==> config.mk <==
export PLATFORM = sky130hd
export DESIGN_NAME = mc_control_fsm
export DESIGN_NICKNAME = d
export VERILOG_FILES = /design/src/rtl/mips_ctrl_pkg.sv /design/src/rtl/alu_op_decode.sv /design/src/rtl/mc_control_fsm.sv
export SDC_FILE = /design/constraint.sdc
export NUM_CORES = 1
export LEC_CHECK = 0
export BUFFER_PORTS_ARGS = -buffer_cell sky130_fd_sc_hd__buf_2
export CORE_MARGIN = 3
export CORE_UTILIZATION = 53
export CTS_CLUSTER_SIZE = 20
export DETAILED_ROUTE_END_ITERATION = 8
export GPL_TIMING_DRIVEN = 0
export PLACE_DENSITY = 0.91
export SLEW_MARGIN = 20
export SYNTH_ARGS = -nofsm -noshare
export SYNTH_HDL_FRONTEND = slang
export SYNTH_SLANG_ARGS = --single-unit
==> constraint.sdc <==
create_clock -name clk -period 2.88 [get_ports clk]
set_clock_uncertainty 0.2 [all_clocks]
set_input_delay 0.432 -clock clk [delete_from_list [all_inputs] [get_ports clk]]
set_output_delay 0.432 -clock clk [all_outputs]
set_load 0.03 [all_outputs]
==> src/rtl/mips_ctrl_pkg.sv <==
`default_nettype none
// ============================================================================
// Package  : mips_ctrl_pkg
// Desc     : Shared opcode/func constants, ALU codes, FSM state and mux encodings
// Revision : 1.0 - initial release
// ============================================================================
package mips_ctrl_pkg;

    localparam logic [5:0] OP_RTYPE = 6'h00;
    localparam logic [5:0] OP_J     = 6'h02;
    localparam logic [5:0] OP_JAL   = 6'h03;
    localparam logic [5:0] OP_BEQ   = 6'h04;
    localparam logic [5:0] OP_BNE   = 6'h05;
    localparam logic [5:0] OP_ADDI  = 6'h08;
    localparam logic [5:0] OP_ADDIU = 6'h09;
    localparam logic [5:0] OP_SLTI  = 6'h0a;
    localparam logic [5:0] OP_SLTIU = 6'h0b;
    localparam logic [5:0] OP_ANDI  = 6'h0c;
    localparam logic [5:0] OP_ORI   = 6'h0d;
    localparam logic [5:0] OP_LUI   = 6'h0f;
    localparam logic [5:0] OP_LW    = 6'h23;
    localparam logic [5:0] OP_SW    = 6'h2b;

    localparam logic [5:0] FN_SLL  = 6'h00;
    localparam logic [5:0] FN_SRL  = 6'h02;
    localparam logic [5:0] FN_SRA  = 6'h03;
    localparam logic [5:0] FN_JR   = 6'h08;
    localparam logic [5:0] FN_ADD  = 6'h20;
    localparam logic [5:0] FN_ADDU = 6'h21;
    localparam logic [5:0] FN_SUB  = 6'h22;
    localparam logic [5:0] FN_SUBU = 6'h23;
    localparam logic [5:0] FN_AND  = 6'h24;
    localparam logic [5:0] FN_OR   = 6'h25;
    localparam logic [5:0] FN_NOR  = 6'h27;
    localparam logic [5:0] FN_SLT  = 6'h2a;
    localparam logic [5:0] FN_SLTU = 6'h2b;

    localparam logic [3:0] ALU_NOP  = 4'b0000;
    localparam logic [3:0] ALU_ADD  = 4'b0001;
    localparam logic [3:0] ALU_ADDU = 4'b0010;
    localparam logic [3:0] ALU_AND  = 4'b0011;
    localparam logic [3:0] ALU_OR   = 4'b0100;
    localparam logic [3:0] ALU_NOR  = 4'b0101;
    localparam logic [3:0] ALU_SLTU = 4'b0110;
    localparam logic [3:0] ALU_SLT  = 4'b0111;
    localparam logic [3:0] ALU_SLL  = 4'b1000;
    localparam logic [3:0] ALU_SRL  = 4'b1001;
    localparam logic [3:0] ALU_SUB  = 4'b1010;
    localparam logic [3:0] ALU_SUBU = 4'b1011;
    localparam logic [3:0] ALU_SRA  = 4'b1100;
    localparam logic [3:0] ALU_LUI  = 4'b1101;

    localparam logic [1:0] PCSRC_ALU    = 2'd0;
    localparam logic [1:0] PCSRC_BRANCH = 2'd1;
    localparam logic [1:0] PCSRC_JUMP   = 2'd2;
    localparam logic [1:0] PCSRC_RS     = 2'd3;

    localparam logic [1:0] SRCB_RT     = 2'd0;
    localparam logic [1:0] SRCB_FOUR   = 2'd1;
    localparam logic [1:0] SRCB_IMM    = 2'd2;
    localparam logic [1:0] SRCB_IMMSH2 = 2'd3;

    localparam logic [1:0] DEST_RT = 2'd0;
    localparam logic [1:0] DEST_RD = 2'd1;
    localparam logic [1:0] DEST_RA = 2'd2;

    typedef enum logic [2:0] {
        ST_IDLE   = 3'd0,
        ST_FETCH  = 3'd1,
        ST_DECODE = 3'd2,
        ST_EXEC   = 3'd3,
        ST_MEM    = 3'd4,
        ST_WB     = 3'd5
    } state_t;

    typedef enum logic [3:0] {
        CLS_ILLEGAL = 4'd0,
        CLS_RTYPE   = 4'd1,
        CLS_JR      = 4'd2,
        CLS_IALU    = 4'd3,
        CLS_LW      = 4'd4,
        CLS_SW      = 4'd5,
        CLS_BEQ     = 4'd6,
        CLS_BNE     = 4'd7,
        CLS_J       = 4'd8,
        CLS_JAL     = 4'd9
    } iclass_t;

endpackage
`default_nettype wire

==> src/rtl/alu_op_decode.sv <==
`default_nettype none
// ============================================================================
// Module   : alu_op_decode
// Desc     : Maps opcode/func to instruction class, 4-bit ALU op and illegal flag
// Revision : 1.0 - initial release
// ============================================================================
module alu_op_decode
    import mips_ctrl_pkg::*;
(
    input  logic [5:0] opcode,
    input  logic [5:0] func,
    output logic [3:0] alu_op,
    output iclass_t    iclass,
    output logic       illegal
);

    always_comb begin
        alu_op = ALU_NOP;
        iclass = CLS_ILLEGAL;
        case (opcode)
            OP_RTYPE: begin
                iclass = CLS_RTYPE;
                case (func)
                    FN_ADD:  alu_op = ALU_ADD;
                    FN_ADDU: alu_op = ALU_ADDU;
                    FN_SUB:  alu_op = ALU_SUB;
                    FN_SUBU: alu_op = ALU_SUBU;
                    FN_AND:  alu_op = ALU_AND;
                    FN_OR:   alu_op = ALU_OR;
                    FN_NOR:  alu_op = ALU_NOR;
                    FN_SLT:  alu_op = ALU_SLT;
                    FN_SLTU: alu_op = ALU_SLTU;
                    FN_SLL:  alu_op = ALU_SLL;
                    FN_SRL:  alu_op = ALU_SRL;
                    FN_SRA:  alu_op = ALU_SRA;
                    FN_JR:   iclass = CLS_JR;
                    default: iclass = CLS_ILLEGAL;
                endcase
            end
            OP_ADDI:  begin iclass = CLS_IALU; alu_op = ALU_ADD;  end
            OP_ADDIU: begin iclass = CLS_IALU; alu_op = ALU_ADDU; end
            OP_ANDI:  begin iclass = CLS_IALU; alu_op = ALU_AND;  end
            OP_ORI:   begin iclass = CLS_IALU; alu_op = ALU_OR;   end
            OP_SLTI:  begin iclass = CLS_IALU; alu_op = ALU_SLT;  end
            OP_SLTIU: begin iclass = CLS_IALU; alu_op = ALU_SLTU; end
            OP_LUI:   begin iclass = CLS_IALU; alu_op = ALU_LUI;  end
            OP_LW:    begin iclass = CLS_LW;   alu_op = ALU_ADD;  end
            OP_SW:    begin iclass = CLS_SW;   alu_op = ALU_ADD;  end
            OP_BEQ:   begin iclass = CLS_BEQ;  alu_op = ALU_SUB;  end
            OP_BNE:   begin iclass = CLS_BNE;  alu_op = ALU_SUB;  end
            OP_J:     iclass = CLS_J;
            OP_JAL:   iclass = CLS_JAL;
            default:  iclass = CLS_ILLEGAL;
        endcase
        illegal = (iclass == CLS_ILLEGAL);
    end

endmodule
`default_nettype wire

==> src/rtl/mc_control_fsm.sv <==
`default_nettype none
// ============================================================================
// Module   : mc_control_fsm
// Desc     : Multi-cycle MIPS control unit (IDLE/FETCH/DECODE/EXEC/MEM/WB)
// Revision : 1.0 - initial release
// ============================================================================
module mc_control_fsm
    import mips_ctrl_pkg::*;
#(
    parameter int ALUOP_W = 4,
    parameter int CNT_W   = 32
) (
    input  logic               clk,
    input  logic               rst_n,
    input  logic [5:0]         opcode,
    input  logic [5:0]         func,
    input  logic               zero,
    input  logic               mem_ready,
    output logic               pc_write,
    output logic [1:0]         pc_src,
    output logic               ir_write,
    output logic               iord,
    output logic               mem_read,
    output logic               mem_write,
    output logic               mem_to_reg,
    output logic               reg_write,
    output logic [1:0]         reg_dest,
    output logic               alu_src_a,
    output logic [1:0]         alu_src_b,
    output logic [ALUOP_W-1:0] alu_op,
    output logic               illegal,
    output logic [CNT_W-1:0]   retired
);

    state_t           r_state;
    state_t           w_next;
    logic [CNT_W-1:0] r_retired;
    logic             w_retire;
    logic [3:0]       w_alu_op4;
    logic [3:0]       w_dec_op;
    iclass_t          w_cls;
    logic             w_dec_illegal;

    alu_op_decode u_dec (
        .opcode  (opcode),
        .func    (func),
        .alu_op  (w_dec_op),
        .iclass  (w_cls),
        .illegal (w_dec_illegal)
    );

    always_ff @(posedge clk or negedge rst_n) begin
        if (!rst_n) begin
            r_state   <= ST_IDLE;
            r_retired <= '0;
        end else begin
            r_state <= w_next;
            if (w_retire) begin
                r_retired <= r_retired + CNT_W'(1);
            end
        end
    end

    always_comb begin
        w_next     = r_state;
        w_retire   = 1'b0;
        w_alu_op4  = ALU_NOP;
        pc_write   = 1'b0;
        pc_src     = PCSRC_ALU;
        ir_write   = 1'b0;
        iord       = 1'b0;
        mem_read   = 1'b0;
        mem_write  = 1'b0;
        mem_to_reg = 1'b0;
        reg_write  = 1'b0;
        reg_dest   = DEST_RT;
        alu_src_a  = 1'b0;
        alu_src_b  = SRCB_RT;
        illegal    = 1'b0;
        case (r_state)
            ST_IDLE: w_next = ST_FETCH;
            ST_FETCH: begin
                mem_read  = 1'b1;
                alu_src_b = SRCB_FOUR;
                w_alu_op4 = ALU_ADD;
                if (mem_ready) begin
                    ir_write = 1'b1;
                    pc_write = 1'b1;
                    w_next   = ST_DECODE;
                end
            end
            ST_DECODE: begin
                // ALUOut <= PC + (imm << 2): branch target ready for EXEC
                alu_src_b = SRCB_IMMSH2;
                w_alu_op4 = ALU_ADD;
                if (w_dec_illegal) begin
                    illegal = 1'b1;
                    w_next  = ST_FETCH;
                end else begin
                    w_next = ST_EXEC;
                end
            end
            ST_EXEC: begin
                w_alu_op4 = w_dec_op;
                case (w_cls)
                    CLS_RTYPE: begin
                        alu_src_a = 1'b1;
                        alu_src_b = SRCB_RT;
                        w_next    = ST_WB;
                    end
                    CLS_IALU: begin
                        alu_src_a = 1'b1;
                        alu_src_b = SRCB_IMM;
                        w_next    = ST_WB;
                    end
                    CLS_LW, CLS_SW: begin
                        alu_src_a = 1'b1;
                        alu_src_b = SRCB_IMM;
                        w_next    = ST_MEM;
                    end
                    CLS_BEQ, CLS_BNE: begin
                        alu_src_a = 1'b1;
                        alu_src_b = SRCB_RT;
                        pc_src    = PCSRC_BRANCH;
                        pc_write  = (w_cls == CLS_BEQ) ? zero : !zero;
                        w_next    = ST_FETCH;
                        w_retire  = 1'b1;
                    end
                    CLS_J, CLS_JAL: begin
                        // jal links the already-incremented PC into r31
                        pc_write  = 1'b1;
                        pc_src    = PCSRC_JUMP;
                        reg_write = (w_cls == CLS_JAL);
                        reg_dest  = (w_cls == CLS_JAL) ? DEST_RA : DEST_RT;
                        w_next    = ST_FETCH;
                        w_retire  = 1'b1;
                    end
                    CLS_JR: begin
                        pc_write = 1'b1;
                        pc_src   = PCSRC_RS;
                        w_next   = ST_FETCH;
                        w_retire = 1'b1;
                    end
                    default: w_next = ST_FETCH;
                endcase
            end
            ST_MEM: begin
                iord      = 1'b1;
                mem_read  = (w_cls == CLS_LW);
                mem_write = (w_cls != CLS_LW);
                if (mem_ready) begin
                    if (w_cls == CLS_LW) begin
                        w_next = ST_WB;
                    end else begin
                        w_next   = ST_FETCH;
                        w_retire = 1'b1;
                    end
                end
            end
            ST_WB: begin
                reg_write  = 1'b1;
                reg_dest   = (w_cls == CLS_RTYPE) ? DEST_RD : DEST_RT;
                mem_to_reg = (w_cls == CLS_LW);
                w_next     = ST_FETCH;
                w_retire   = 1'b1;
            end
            default: w_next = ST_IDLE;
        endcase
    end

    assign alu_op  = ALUOP_W'(w_alu_op4);
    assign retired = r_retired;

endmodule
`default_nettype wire
==> summary.md <==
| Metric | Value |
|---|---|
| GRT overflow | `0` |
| Switching power | `522 uW` |
| Fin. max-slew vios | `0` |
| Chip width | `73.3 microns` |
| Final HPWL DP | `4540 microns` |
| Routed WL | `6140 microns` |
| Final period util | `93.6%` |
| Register-to-Register Path Depth | `7` |
| Hold Vio Cnt, Final | `0` |
| Ys flop type | `dfrtp_1` |
| # port buffers | `65` |
| Syn avg cell area | `8.70 sq um` |
| Post-synth top area cell | `dfrtp_1` |
| Antenna cells | `0` |
| Top-count cell post-synth | `dfrtp_1` |
| Max H-tree Level | `2` |
| Worst path cell trace | `buf_2 -> or4_4 -> nand4b_1 -> o31ai_2 -> nand2_1 -> o21ai_0 -> buf_2` |
| Layout cells sized above 1 | `28.4%` |
| Rel. slew slack | `49.3%` |
| Synth cell count leaders | `dfrtp_1 (35), nand2_1 (32), xor2_1 (28)` |
| Die Area | `5370 sq um` |
| Warnings from Yosys | `0` |
| CTS Sinks | `35` |
| Comb power frac | `31.1%` |
| Clk_lat worst skew | `0.28 ns` |
| Top Family by Delay on Critical Path | `simple AND/OR/NAND/NOR gates` |
| Final GP Congestion | `0.924` |
| RSZ-0062 raised after global routing | `no` |
| Nets | `365` |
| Drt via density | `5.93` |
| Maxcap violations | `0` |
| Worst setup SP type | `input port` |
| Clock transition at the registers of the reported paths | `0.07 ns` |
| Fin util | `69.6%` |
| Max VDD drop | `0.481 mV` |
| Slew @ Worst Pin | `0.760 ns` |
| Multi-input logic area | `1430 sq um` |
| Asr flop ratio synth | `100%` |
| Syn Nets | `293` |
| Status | `finished clean` |
| Setup Viol. Count Final | `0` |
| DRT antenna net count | `0` |
| DR iter-0 viols | `205` |
| Crit path time final | `2.70 ns` |
| Leak pwr | `0.00132 uW` |
| Setup tns final | `0 ns` |
| CP Data Required Time | `2.25 ns` |
| Critical R2R Launch | `r_state[2]` |
| Worst reg2reg setup slack | `0.29 ns` |
| Cell area after synthesis | `2400 sq um` |
| Row count | `23` |
| Number of synthesized flops with an enable pin | `0` |
| First-pass GRT wire length | `10100 microns` |
| Worst setup EP type | `primary output` |
| Kind of critical path | `input port to primary output` |
| Internal Power | `895 uW` |
| GRT Util Overall | `23.7%` |
| Bufs on Longest Clock Path | `2` |
| Maximum fanout along the worst path | `6` |
| Starting density of the core | `57.5%` |
| Mapped Cells | `276` |
| Yosys cell types | `47` |
| Initial antenna violation count | `0` |
| Yosys top cell area share | `36.5%` |
| Filler cells | `316` |
| Via count | `2366` |
| FF/Latch Area | `876 sq um` |
| CP Buf/Inv Count | `2` |
| Reg power frac | `42.0%` |
| RR Endpoint | `retired[1]` |
| F_max | `0.371 GHz` |
| Number of synthesized register bits | `35` |
| Net Sw Frac | `36.8%` |
| Synth-to-layout area growth | `21.0%` |
| Core Box Area | `4170 sq um` |
| Clock network power share | `26.9%` |
| DRT Pass-1 Iters | `5` |
| PwrDens | `488 nW/um^2` |
| Crit path top cell by count | `buf_2` |
| Worst Path Arrival | `2.06 ns` |
| Worst min-delay path class | `input port to asynchronous set/reset pin` |
| Area contributors post-synth | `dfrtp_1 (36%), xor2_1 (10%), nand2_1 (5.0%)` |
| CP max stage delay | `0.56 ns` |
| DR WL/cell | `15.4 microns` |
| Residual DRC count | `0` |
| CTS Root Cell | `clkbuf_8` |
| Sequential cell area fraction in the yosys report | `36.5%` |
| Vias in the first global route | `2206` |
| Worst path slowest cell | `or4_4` |
| CTS Buf Count | `5` |
| CTS tree | `done` |
| Chip Height | `73.3 microns` |
| Pin count of the biggest net entering global routing | `36` |
| Io pins | `67` |
state kept, by name, summed over array words and instances (netlist names):
signal / cells
retired: 32
r_state: 3
power by group through the flow:
stage | Sequential [uW] | Clock, uW | Combinational (uW)
after floorplan | 674 | 0 | 226
after global placement | 600 | 0 | 430
after detailed placement | 603 | 0 | 435
after CTS | 594 | 388 | 437
after global routing | 602 | 405 | 472
final | 595 | 382 | 441
kinds of logic (layout without fill, tap and decap cells):
kind of cell	count (synthesis)	count (layout)	synth area share, %
XOR/XNOR	33	33	12.0
buffers and inverters	24	97	4.53
AND/OR/NAND/NOR	132	132	32.6
flip-flops	35	35	36.5
multiplexers	2	2	0.886
AO/OA/AOI/OAI	49	49	13.0
adder cells (fa/ha/maj)	1	1	0.521
repair_timing:
item	CTS	global route
endpoints found under the setup margin	0	3
hold endpoints to repair	0	0
setup buffers	0	0
hold buffers	0	0
resized for setup	0	5
worst reg2reg max path, cell delays in order (launching register included):
cell and delay [ns]:
dfrtp_1 0.32, clkbuf_1 0.31, nand2b_1 0.27, nor3b_2 0.08
a21boi_2 0.18, a211oi_2 0.43, buf_2 0.34, mux2_2 0.36
layout by cell type, fill, tap and decap left out, types with 2 or more instances in the layout:
| cell | count |
|---|---|
| o32ai_1 | 2 |
| inv_1 | 10 |
| nand2b_1 | 5 |
| o211ai_1 | 2 |
| nor2b_1 | 8 |
| o22a_1 | 2 |
| nand2_1 | 32 |
| nor4b_2 | 4 |
| nor4_2 | 9 |
| and3_1 | 5 |
| nand3b_1 | 2 |
| o21ai_0 | 15 |
| clkbuf_8 | 7 |
| and4_1 | 2 |
| a21oi_1 | 13 |
| a21o_1 | 2 |
| xor2_1 | 28 |
| dfrtp_1 | 35 |
| nand3_1 | 9 |
| clkbuf_1 | 9 |
| nor3_1 | 13 |
| buf_2 | 68 |
| nand4_1 | 2 |
| nand4b_1 | 2 |
| and2_1 | 3 |
| nor2_1 | 24 |
| a31oi_1 | 3 |
| xnor2_1 | 5 |
| a22oi_1 | 2 |
| buf_6 | 2 |
| nor3b_1 | 5 |
cell type report:
| type | count | area share [%] |
|---|---|---|
| inverter | 10 | 1.29 |
| buffer | 14 | 2.50 |
| clock buffer | 8 | 3.45 |
| multi-input combinational | 217 | 49.3 |
| timing repair buffer | 65 | 11.2 |
| sequential | 35 | 30.1 |
| tap | 50 | 2.15 |
how the worst max path moves through the flow:
stage                           from  endpoint  slack, ns  cells past startpoint
after CTS                 r_state[2]  pc_write       0.09                      7
after floorplan            opcode[1]  pc_write       0.14                      7
after global placement     opcode[1]  pc_write       0.16                      9
final                      opcode[3]  pc_write       0.18                      7
after detailed placement   opcode[1]  pc_write       0.13                      9
after global routing      r_state[2]  pc_write       0.05                      7
layer usage:
metal,track usage [%],wire [microns],vias up
met3,4.38,430,14
met1,33.6,2770,1132
li1,-,-,1112
met2,36.5,2850,108
met4,7.85,96,0
met5,0,0,-
through the flow:
step                instance area, sq um  hold WS, ns  worst slack, ns  power, uW  std cells
floorplan                           2400      -0.0636            0.137        900        276
CTS                                 2890       0.0366           0.0928       1420        399
finish                              2910       0.0170            0.183       1420        399
global placement                    2790        0.251            0.160       1030        391
global route                        2910       0.0557           0.0514       1480        399
detailed placement                  2790        0.280            0.132       1040        391
Power figures use the tool's default switching activity.
